**config.mk**
```make
export PLATFORM = sky130hd
export DESIGN_NAME = alu_pipe
export DESIGN_NICKNAME = d
export VERILOG_FILES = /design/src/rtl/alu_pipe.sv
export SDC_FILE = /design/constraint.sdc
export NUM_CORES = 1
export LEC_CHECK = 0
export CORE_AREA = 2 2 52 54
export DETAILED_ROUTE_END_ITERATION = 8
export DIE_AREA = 0 0 54 56
export PLACE_DENSITY = 0.79
export SYNTH_ARGS = -nofsm -noshare
export SYNTH_HDL_FRONTEND = slang
export SYNTH_SLANG_ARGS = --single-unit
```
**constraint.sdc**
```tcl
create_clock -name clk -period 1 [get_ports clk]
set_input_delay 0.15 -clock clk [delete_from_list [all_inputs] [get_ports clk]]
set_output_delay 0.15 -clock clk [all_outputs]
set_load 0.005 [all_outputs]
```
**src/rtl/alu_pipe.sv**
```systemverilog
// Registered WIDTH-bit ALU with valid/ready handshake on both sides.
// One result stage carries the sum/logic result, carry/zero/overflow flags and a sticky overflow bit.
module alu_pipe #(
  parameter int unsigned WIDTH = 4
) (
  input  logic             clk,
  input  logic             rst_n,
  input  logic             in_valid,
  output logic             in_ready,
  input  logic [2:0]       select,
  input  logic             in_c,
  input  logic [WIDTH-1:0] in_x,
  input  logic [WIDTH-1:0] in_y,
  output logic             out_valid,
  input  logic             out_ready,
  output logic [WIDTH-1:0] out_s,
  output logic             out_c,
  output logic             zero,
  output logic             overflow,
  output logic             ovf_sticky,
  input  logic             clr_sticky
);

  localparam int unsigned MSB = WIDTH - 1;
  localparam int unsigned SW  = WIDTH + 1;

  localparam logic [2:0] OP_ADD = 3'd0;
  localparam logic [2:0] OP_SUB = 3'd1;
  localparam logic [2:0] OP_NOT = 3'd2;
  localparam logic [2:0] OP_AND = 3'd3;
  localparam logic [2:0] OP_OR  = 3'd4;
  localparam logic [2:0] OP_XOR = 3'd5;
  localparam logic [2:0] OP_LT  = 3'd6;
  localparam logic [2:0] OP_EQ  = 3'd7;

  logic             xfer;
  logic [SW-1:0]    add_full;
  logic [SW-1:0]    sub_full;
  logic             add_ovf;
  logic             sub_ovf;
  logic             lt;
  logic [WIDTH-1:0] res_s;
  logic             res_c;
  logic             res_ovf;
  logic             res_z;

  // The result register may refill in the same cycle it is drained.
  assign in_ready = !out_valid || out_ready;
  assign xfer     = in_valid && in_ready;

  // Result and flags for the operand bundle presented this cycle.
  always_comb begin
    add_full = {1'b0, in_x} + {1'b0, in_y} + SW'(in_c);
    sub_full = {1'b0, in_x} + {1'b0, ~in_y} + SW'(1);
    add_ovf  = (in_x[MSB] == in_y[MSB]) && (add_full[MSB] != in_x[MSB]);
    sub_ovf  = (in_x[MSB] != in_y[MSB]) && (sub_full[MSB] != in_x[MSB]);
    lt       = sub_full[MSB] ^ sub_ovf;
    res_s    = '0;
    res_c    = 1'b0;
    res_ovf  = 1'b0;
    case (select)
      OP_ADD: begin
        res_s   = add_full[WIDTH-1:0];
        res_c   = add_full[WIDTH];
        res_ovf = add_ovf;
      end
      OP_SUB: begin
        res_s   = sub_full[WIDTH-1:0];
        res_c   = sub_full[WIDTH];
        res_ovf = sub_ovf;
      end
      OP_NOT: res_s = ~in_x;
      OP_AND: res_s = in_x & in_y;
      OP_OR:  res_s = in_x | in_y;
      OP_XOR: res_s = in_x ^ in_y;
      OP_LT:  res_s = WIDTH'(lt);
      OP_EQ:  res_s = WIDTH'(in_x == in_y);
    endcase
    res_z = (res_s == '0);
  end

  // Output stage: load on transfer, drop valid on a handoff with no refill.
  always_ff @(posedge clk or negedge rst_n) begin
    if (!rst_n) begin
      out_valid <= 1'b0;
      out_s     <= '0;
      out_c     <= 1'b0;
      zero      <= 1'b0;
      overflow  <= 1'b0;
    end else if (xfer) begin
      out_valid <= 1'b1;
      out_s     <= res_s;
      out_c     <= res_c;
      zero      <= res_z;
      overflow  <= res_ovf;
    end else if (out_ready) begin
      out_valid <= 1'b0;
    end
  end

  // Sticky overflow: a new overflow wins over a same-cycle clear.
  always_ff @(posedge clk or negedge rst_n) begin
    if (!rst_n) begin
      ovf_sticky <= 1'b0;
    end else if (xfer && res_ovf) begin
      ovf_sticky <= 1'b1;
    end else if (clr_sticky) begin
      ovf_sticky <= 1'b0;
    end
  end

endmodule

```
Word-level counts from Yosys, hierarchy flattened
Index checks and enable logic that the tools add are counted.

Bits of input ports: 17. Output and inout port bits: 10. Bits in registers: 9.

Bitwise gates (word level): 6. Multiplexer cells: 7. Add/subtract/negate cells: 4. Reduce and logical (&&, ||, !) cells: 10. Eq/ne operators: 12.

Operators by type and width (number): $pmux 4 s8 (1); $eq 3x3->1 const B (4); $add 4x4->5 (2); $not 4->4 (2); $eq 3x2->1 const B (2); $add 5x1->5 (1); $add 5x1->5 const B (1); $and 4x4->4 (1); $eq 4x4->1 (1); $logic_and 1x1->1 (4); $logic_not 4->1 (1); $mux 1 (4); $or 4x4->4 (1); $pmux 1 s2 (2); $reduce_bool 2->1 (2); $xor 4x4->4 (1); $eq 3x1->1 const B (1); $logic_not 3->1 (1); $ne 1x1->1 (3); $eq 1x1->1 (1); $logic_not 1->1 (1); $logic_or 1x1->1 (1); $xor 1x1->1 (1).

Logic depth before layout (Yosys ltp)
Gate-level depths: netlist of the first run.

Depth in word-level cells: 8. Depth in mapped cells: 12. Depth with buffers taken out: 12.

Worst setup path after synthesis of the first run
No wires, ideal clock.

Kind: input-to-reg. From: input port in_x[1]. To: register zero. Slack: -1.367 ns. Stages: 12. Required time: 0.878 ns. Path buffers: 0. Library setup time: 0.122 ns. Data arrival time: 2.246 ns. Cells stage by stage: inv_1 ha_1 nor2_1 nor2_1 nor2_1 nor2_1 fa_1 nor4b_1 a31oi_1 a211o_1 and3b_1 a32o_1.

Word-level cells in the longest chain between the ends: 7.

RTL lines: start, declared (RTL line 12) `input logic [WIDTH-1:0] in_x,`; $add 4x4->5 (RTL line 54) `sub_full = {1'b0, in_x} + {1'b0, ~in_y} + SW'(1);`; $add 5x1->5 (RTL line 54); $ne 1x1->1 (RTL line 56) `sub_ovf = (in_x[MSB] != in_y[MSB]) && (sub_full[MSB] != in_x[MSB]);`; $logic_and 1x1->1 (RTL line 56); $xor 1x1->1 (RTL line 57) `lt = sub_full[MSB] ^ sub_ovf;`; $pmux 4 s8 * (RTL line 61) `case (select)`; $logic_not 4->1 * (RTL line 79) `res_z = (res_s == '0);`; end signal, assigned (RTL line 94) `zero <= res_z;`; end, declared (RTL line 18) `output logic zero,`.

Mark *: on every way between the ends. The rest lies on a longest branch, timed or not. A chain may end at the register's enable or synchronous reset.

Final worst setup path of the first run
From: input port in_y[1]. To: register zero.

Word-level cells in the longest chain between the ends: 8.

RTL lines: start, declared (RTL line 13) `input logic [WIDTH-1:0] in_y,`; $not 4->4 (RTL line 54); $add 4x4->5 (RTL line 54); $add 5x1->5 (RTL line 54); $ne 1x1->1 (RTL line 56); $logic_and 1x1->1 (RTL line 56); $xor 1x1->1 (RTL line 57); $pmux 4 s8 * (RTL line 61); $logic_not 4->1 * (RTL line 79).

Marked as above.

==> results of run 1 <==
worst paths after layout:
| kind | startpoint | to | slack [ns] | cells past startpoint |
|---|---|---|---|---|
| max | in_y[1] | zero | -1.17 | 13 |
| min | rst_n | out_s[3] | 0.19 | 1 |
| max reg2reg | out_valid | ovf_sticky | -0.19 | 4 |
| min reg2reg | ovf_sticky | ovf_sticky | 0.48 | 1 |
| max in group asynchronous | rst_n | overflow | 0.53 | 1 |
| min in group clk | ovf_sticky | ovf_sticky | 0.48 | 1 |
power groups by stage:
stage / combinational, mW / sequential, mW / clock (mW)
after floorplan: 0.325 / 0.440 / 0
after global placement: 0.674 / 0.434 / 0
final: 0.871 / 0.430 / 0.272
after detailed placement: 0.699 / 0.437 / 0
after CTS: 0.799 / 0.429 / 0.278
after global routing: 0.944 / 0.435 / 0.300
per-layer routing:
metal | routed length (µm) | global-route usage (%)
met5 | 0 | 0
met4 | 59 | 7.86
met3 | 105 | 0.806
met2 | 1740 | 40.1
met1 | 1200 | 21.2
stage by stage:
step	cells	hold WS, ns	util [%]	setup slack, ns	instance area [µm²]
3_3_place_gp	202	0.460	64.2	-1.81	1560
4_1_cts	213	0.196	72.0	-1.16	1750
3_5_place_dp	202	0.465	64.2	-1.90	1560
5_1_grt	216	0.208	74.7	-1.23	1820
2_1_floorplan	120	-0.146	-	-1.31	1050
6_report	216	0.187	74.7	-1.17	1820
placed cells by master, fill, tap and decap left out, types with 4 or more instances in the layout:
master and count:
dfrtp_1 9, nand3b_1 4, clkdlybuf4s50_1 6, a21oi_1 4, clkbuf_2 10, inv_2 6, ha_4 4, buf_4 36
buf_6 10, nand2b_1 4, o21ai_1 4, nor2_1 5, nand2_1 7, nor2_4 4, ha_1 6
cells by family after synthesis:
group                    Yosys count  share of synthesized area, %
AO/OA/AOI/OAI                     29                          21.0
buffers and inverters             19                          7.89
flip-flops                         9                          21.8
XOR/XNOR                           3                          2.55
AND/OR/NAND/NOR                   44                          24.4
adder cells (fa/ha/maj)           16                          22.3
critical path, stage by stage:
cell	delay, ns
buf_8	0.10
inv_6	0.05
ha_4	0.20
nor2_4	0.10
nor2_4	0.04
nor2_4	0.09
nor2_4	0.04
fa_1	0.46
nor4b_2	0.28
a31oi_1	0.09
a211o_1	0.32
and3b_1	0.18
a32o_1	0.21
final cells by class:
type	instances	area (µm²)	share of cell area, %
Multi-Input combinational cell	92	900	49.5
Timing Repair Buffer	69	571	31.4
Sequential cell	9	225	12.4
Inverter	12	57.6	3.17
Tap cell	30	37.5	2.07
Clock buffer	4	26.3	1.45
repair_timing:
| item | in CTS | in global routing |
|---|---|---|
| pin swaps | 21 | 24 |
| gates resized for setup | 87 | 38 |
| endpoints found under the setup margin | 18 | 16 |
| setup buffers | 8 | 6 |
sequential cells by signal, summed over array words and instances (netlist names):
register	flops
out_s	4
overflow	1
out_valid	1
zero	1
out_c	1
ovf_sticky	1
==> results_dict.tcl, run 1 <==
set metrics [dict create \
    outcome "finished, violations left" \
    violations "negative setup slack" \
    cts.sinks 9 \
    hpwl_um 2250 \
    row_count 18 \
    tns_ns -6.47 \
    port-buffer-count 26 \
    grt_pass1_vias 1185 \
    synth_commonest_cells "12 x ha_1, 11 x inv_1, 9 x dfrtp_1, 9 x nor2_1, 7 x nand2_1" \
    drtAntennaViolNets 0 \
    intPower_mw 1.04 \
    fmaxAchievable_ghz 0.461 \
    totalPowerFinal_mw 1.57 \
    antenna_found_initial 0 \
    dieArea_mm2 0.00302 \
    grt_first_pass_wirelength_um 4750 \
    min_period_ns 2.17 \
    maxCapViolations 0 \
    num-nets-final 220 \
    seq_power_share_pct 27.3 \
    critPathRequiredTime_ns 1.15 \
    vias 1134 \
    drc 0 \
    cts_tree "built" \
    initialDrtViolationCount 20 \
    maxSlewHeadroom_pct 73.0 \
    cts-root-buf "clkbuf_4" \
    rsz0062_at_grt "true" \
    clock_latency_ns 0.26 \
    power.density_mw_per_mm2 866 \
    worst_slew_pin_slew_ns 0.403 \
    wl_per_cell_um 14.3 \
    place_congestion 0.843 \
    synth_top_area_cell "dfrtp_1" \
    antenna_cells 0 \
    drive_gt1_share_pct 54.8 \
    setup_viol 9 \
    p_clk_share_pct 17.3 \
    syn_inst 120 \
    synth.area.top_cells "dfrtp_1 22%, ha_1 15%, fa_1 7.8%" \
    routed_via_density 5.25 \
    synth_nets 153 \
    synth_top_area_share_pct 21.8 \
    vdd.ir_drop.worst_v 0.000622 \
    synth_cell_types 37 \
    io_pins 27 \
    die_y_um 56 \
    criticalPathCategory "in2reg" \
    fin_crit_sh_pct 217 \
    avgSynthCellArea_um2 8.59 \
    die_w_um 54 \
    numCtsBuffers 3 \
    grt_max_degree 11 \
    syn_to_final_growth_pct 76.2 \
    grt_overflow 0 \
    ys.flop_type "dfrtp_1" \
    yosysSeqAreaShare_pct 21.8 \
    initial_utilization_pct 42.4 \
    async_flop_share_pct 100 \
    power.leakage_nw 0.865 \
    clkTransAtPathRegs_ns 0.06 \
    crit_fanout 2 \
    dr.pass1.iters 5 \
    hold_violations 0 \
    endpoint_kind "flop" \
    synth_edf_count 0 \
    finalClockSkew_ns 0.00517 \
    p_comb_share_pct 55.4 \
    cts-htree-levels 1 \
    synth.most_common_cell "ha_1" \
    yosys_warnings 0 \
    ctsHoldBuffers 0 \
    final-max-slew-violation-count 0 \
    fillers 168 \
    ys_ff_latch 9 \
    totalWireLength_um 3100 \
    p_switching_mw 0.529 \
    fp.coreArea_mm2 0.00243 \
    grtUsageTotal_pct 20.4 \
    hold_class "in2async" \
    arrival_ns 2.32 \
    clockBufferDepth 2 \
    start_kind "primary input" \
    switching_share_pct 33.7 \
    synth_area_mm2 0.00103 \
    setup_ws_ns -1.17 \
]
No activity file was read; power rests on OpenSTA's default activity.
==> inputs of run 2 (changes only) <==
CORE_AREA = 10 10 60 62   (was 2 2 52 54)
DIE_AREA = 0 0 70 72   (was 0 0 54 56)
==> results_dict.tcl, run 2 (synthesis results as in run 1) <==
set metrics [dict create \
    fin_crit_sh_pct 212 \
    antenna_cells 0 \
    initial_utilization_pct 42.4 \
    totalWireLength_um 3330 \
    place_congestion 0.868 \
    numCtsBuffers 3 \
    top_register "out_s" \
    endpoint_kind "flop" \
    routed_via_density 5.25 \
    cts-root-buf "clkbuf_4" \
    num-nets-final 223 \
    totalPowerFinal_mw 1.60 \
    place_area_mm2 0.00157 \
    die_y_um 72 \
    criticalPathCategory "in2reg" \
    cts.sinks 9 \
    maxSlewHeadroom_pct 73.9 \
    drtAntennaViolNets 0 \
    clock_latency_ns 0.26 \
    cts-htree-levels 1 \
    final_cell_mix "40 x buf_4, 9 x buf_2, 9 x dfrtp_1" \
    cts_tree "built" \
    fin_util_pct 76.0 \
    final-max-slew-violation-count 0 \
    start_kind "primary input" \
    port-buffer-count 26 \
    vdd.ir_drop.worst_v 0.000570 \
    row_count 18 \
    grtUsageTotal_pct 11.8 \
    rrSetupSlack_ns -0.23 \
    hold_violations 0 \
    fp.coreArea_mm2 0.00243 \
    min_period_ns 2.12 \
    power.leakage_nw 0.881 \
    rsz0062_at_grt "true" \
    hpwl_um 2460 \
    vias 1150 \
    fmaxAchievable_ghz 0.471 \
    wl_per_cell_um 15.2 \
    grt_max_degree 11 \
    final_common_cell "buf_4" \
    critPathRequiredTime_ns 1.15 \
    worst_slew_pin_slew_ns 0.390 \
    setup_viol 11 \
    grt_overflow 0 \
    grt_pass1_vias 1183 \
    io_pins 27 \
    clkTransAtPathRegs_ns 0.06 \
    maxCapViolations 0 \
    initialDrtViolationCount 33 \
    die_w_um 70 \
    outcome "finished, violations left" \
    dr.pass1.iters 4 \
    antenna_found_initial 0 \
    grt_first_pass_wirelength_um 5000 \
    tns_ns -7.00 \
    clockBufferDepth 2 \
    dpl_worst_slack_ns -1.88 \
    largest_register_ffs 4 \
    final_cell_area_mm2 0.00185 \
    power.density_mw_per_mm2 864 \
    hold_class "in2async" \
    dieArea_mm2 0.00504 \
    drc 0 \
    crit_fanout 2 \
    setup_ws_ns -1.12 \
    ctsHoldBuffers 0 \
    violations "negative setup slack" \
    drive_gt1_share_pct 56.6 \
    syn_to_final_growth_pct 79.4 \
    arrival_ns 2.27 \
    finalClockSkew_ns 0.00342 \
]
run 2: changes by cell type in the layout (fill, tap and decap cells not counted), moves of 2 or more:
cell      before  now
xnor2_2        0    2
ha_4           4    6
buf_4         36   40
buf_2          2    9
ha_2           2    0
buf_6         10    7
clkbuf_2      10    4
run 2: path summary, 6_finish.rpt:
kind                       startpoint          to  cells after the start
min                             rst_n    out_s[3]                      1
min reg2reg                  out_s[0]    out_s[0]                      2
min in group clk             out_s[0]    out_s[0]                      2
max in group asynchronous       rst_n    overflow                      1
max reg2reg                 out_valid  ovf_sticky                      4
max                           in_y[1]        zero                     13
run 2: routing by layer:
metal / vias to the layer above / share of wire (%) / track usage [%]
met3: 5 / 5.6 / 2.59
met2: 41 / 54 / 23.2
li1: 561 / - / -
met5: - / 0 / 0
met1: 543 / 39 / 11.5
met4: 0 / 1.8 / 5.48
run 2: worst max-delay path: stages:
cell	delay (ns)
buf_8	0.09
inv_8	0.03
ha_4	0.27
nor2_4	0.04
nor2_4	0.09
nor2_4	0.05
nor2_2	0.10
fa_1	0.45
nor4b_2	0.23
a31oi_1	0.07
a211o_1	0.31
and3b_1	0.18
a32o_1	0.21
run 2: metrics by stage:
| stage | hold WS, ns | cells |
|---|---|---|
| after floorplan | -0.146 | 120 |
| after global placement | 0.458 | 203 |
| after detailed placement | 0.463 | 203 |
| after CTS | 0.178 | 213 |
| after global routing | 0.212 | 219 |
| final | 0.173 | 219 |
run 2: timing repair:
item                       in CTS  in global routing
hold endpoints to repair        0                  0
setup endpoints to repair      18                 11
resized for setup              96                 31
cloned                          0                  0
buffers inserted                6                  6
pin swaps                      20                 18
run 2: power by group:
part / internal (mW) / switching [mW]
combinational: 0.498 / 0.395
sequential: 0.408 / 0.0204
clock: 0.153 / 0.123
total: 1.06 / 0.539
run 2: final cells by class:
cell class / instances / area, µm²
multi-input cells: 92 / 921
fillers: 165 / 583
repair buffers: 72 / 582
flip-flops and latches: 9 / 225
inverters: 12 / 57.6
well taps: 30 / 37.5
clock buffers: 4 / 26.3
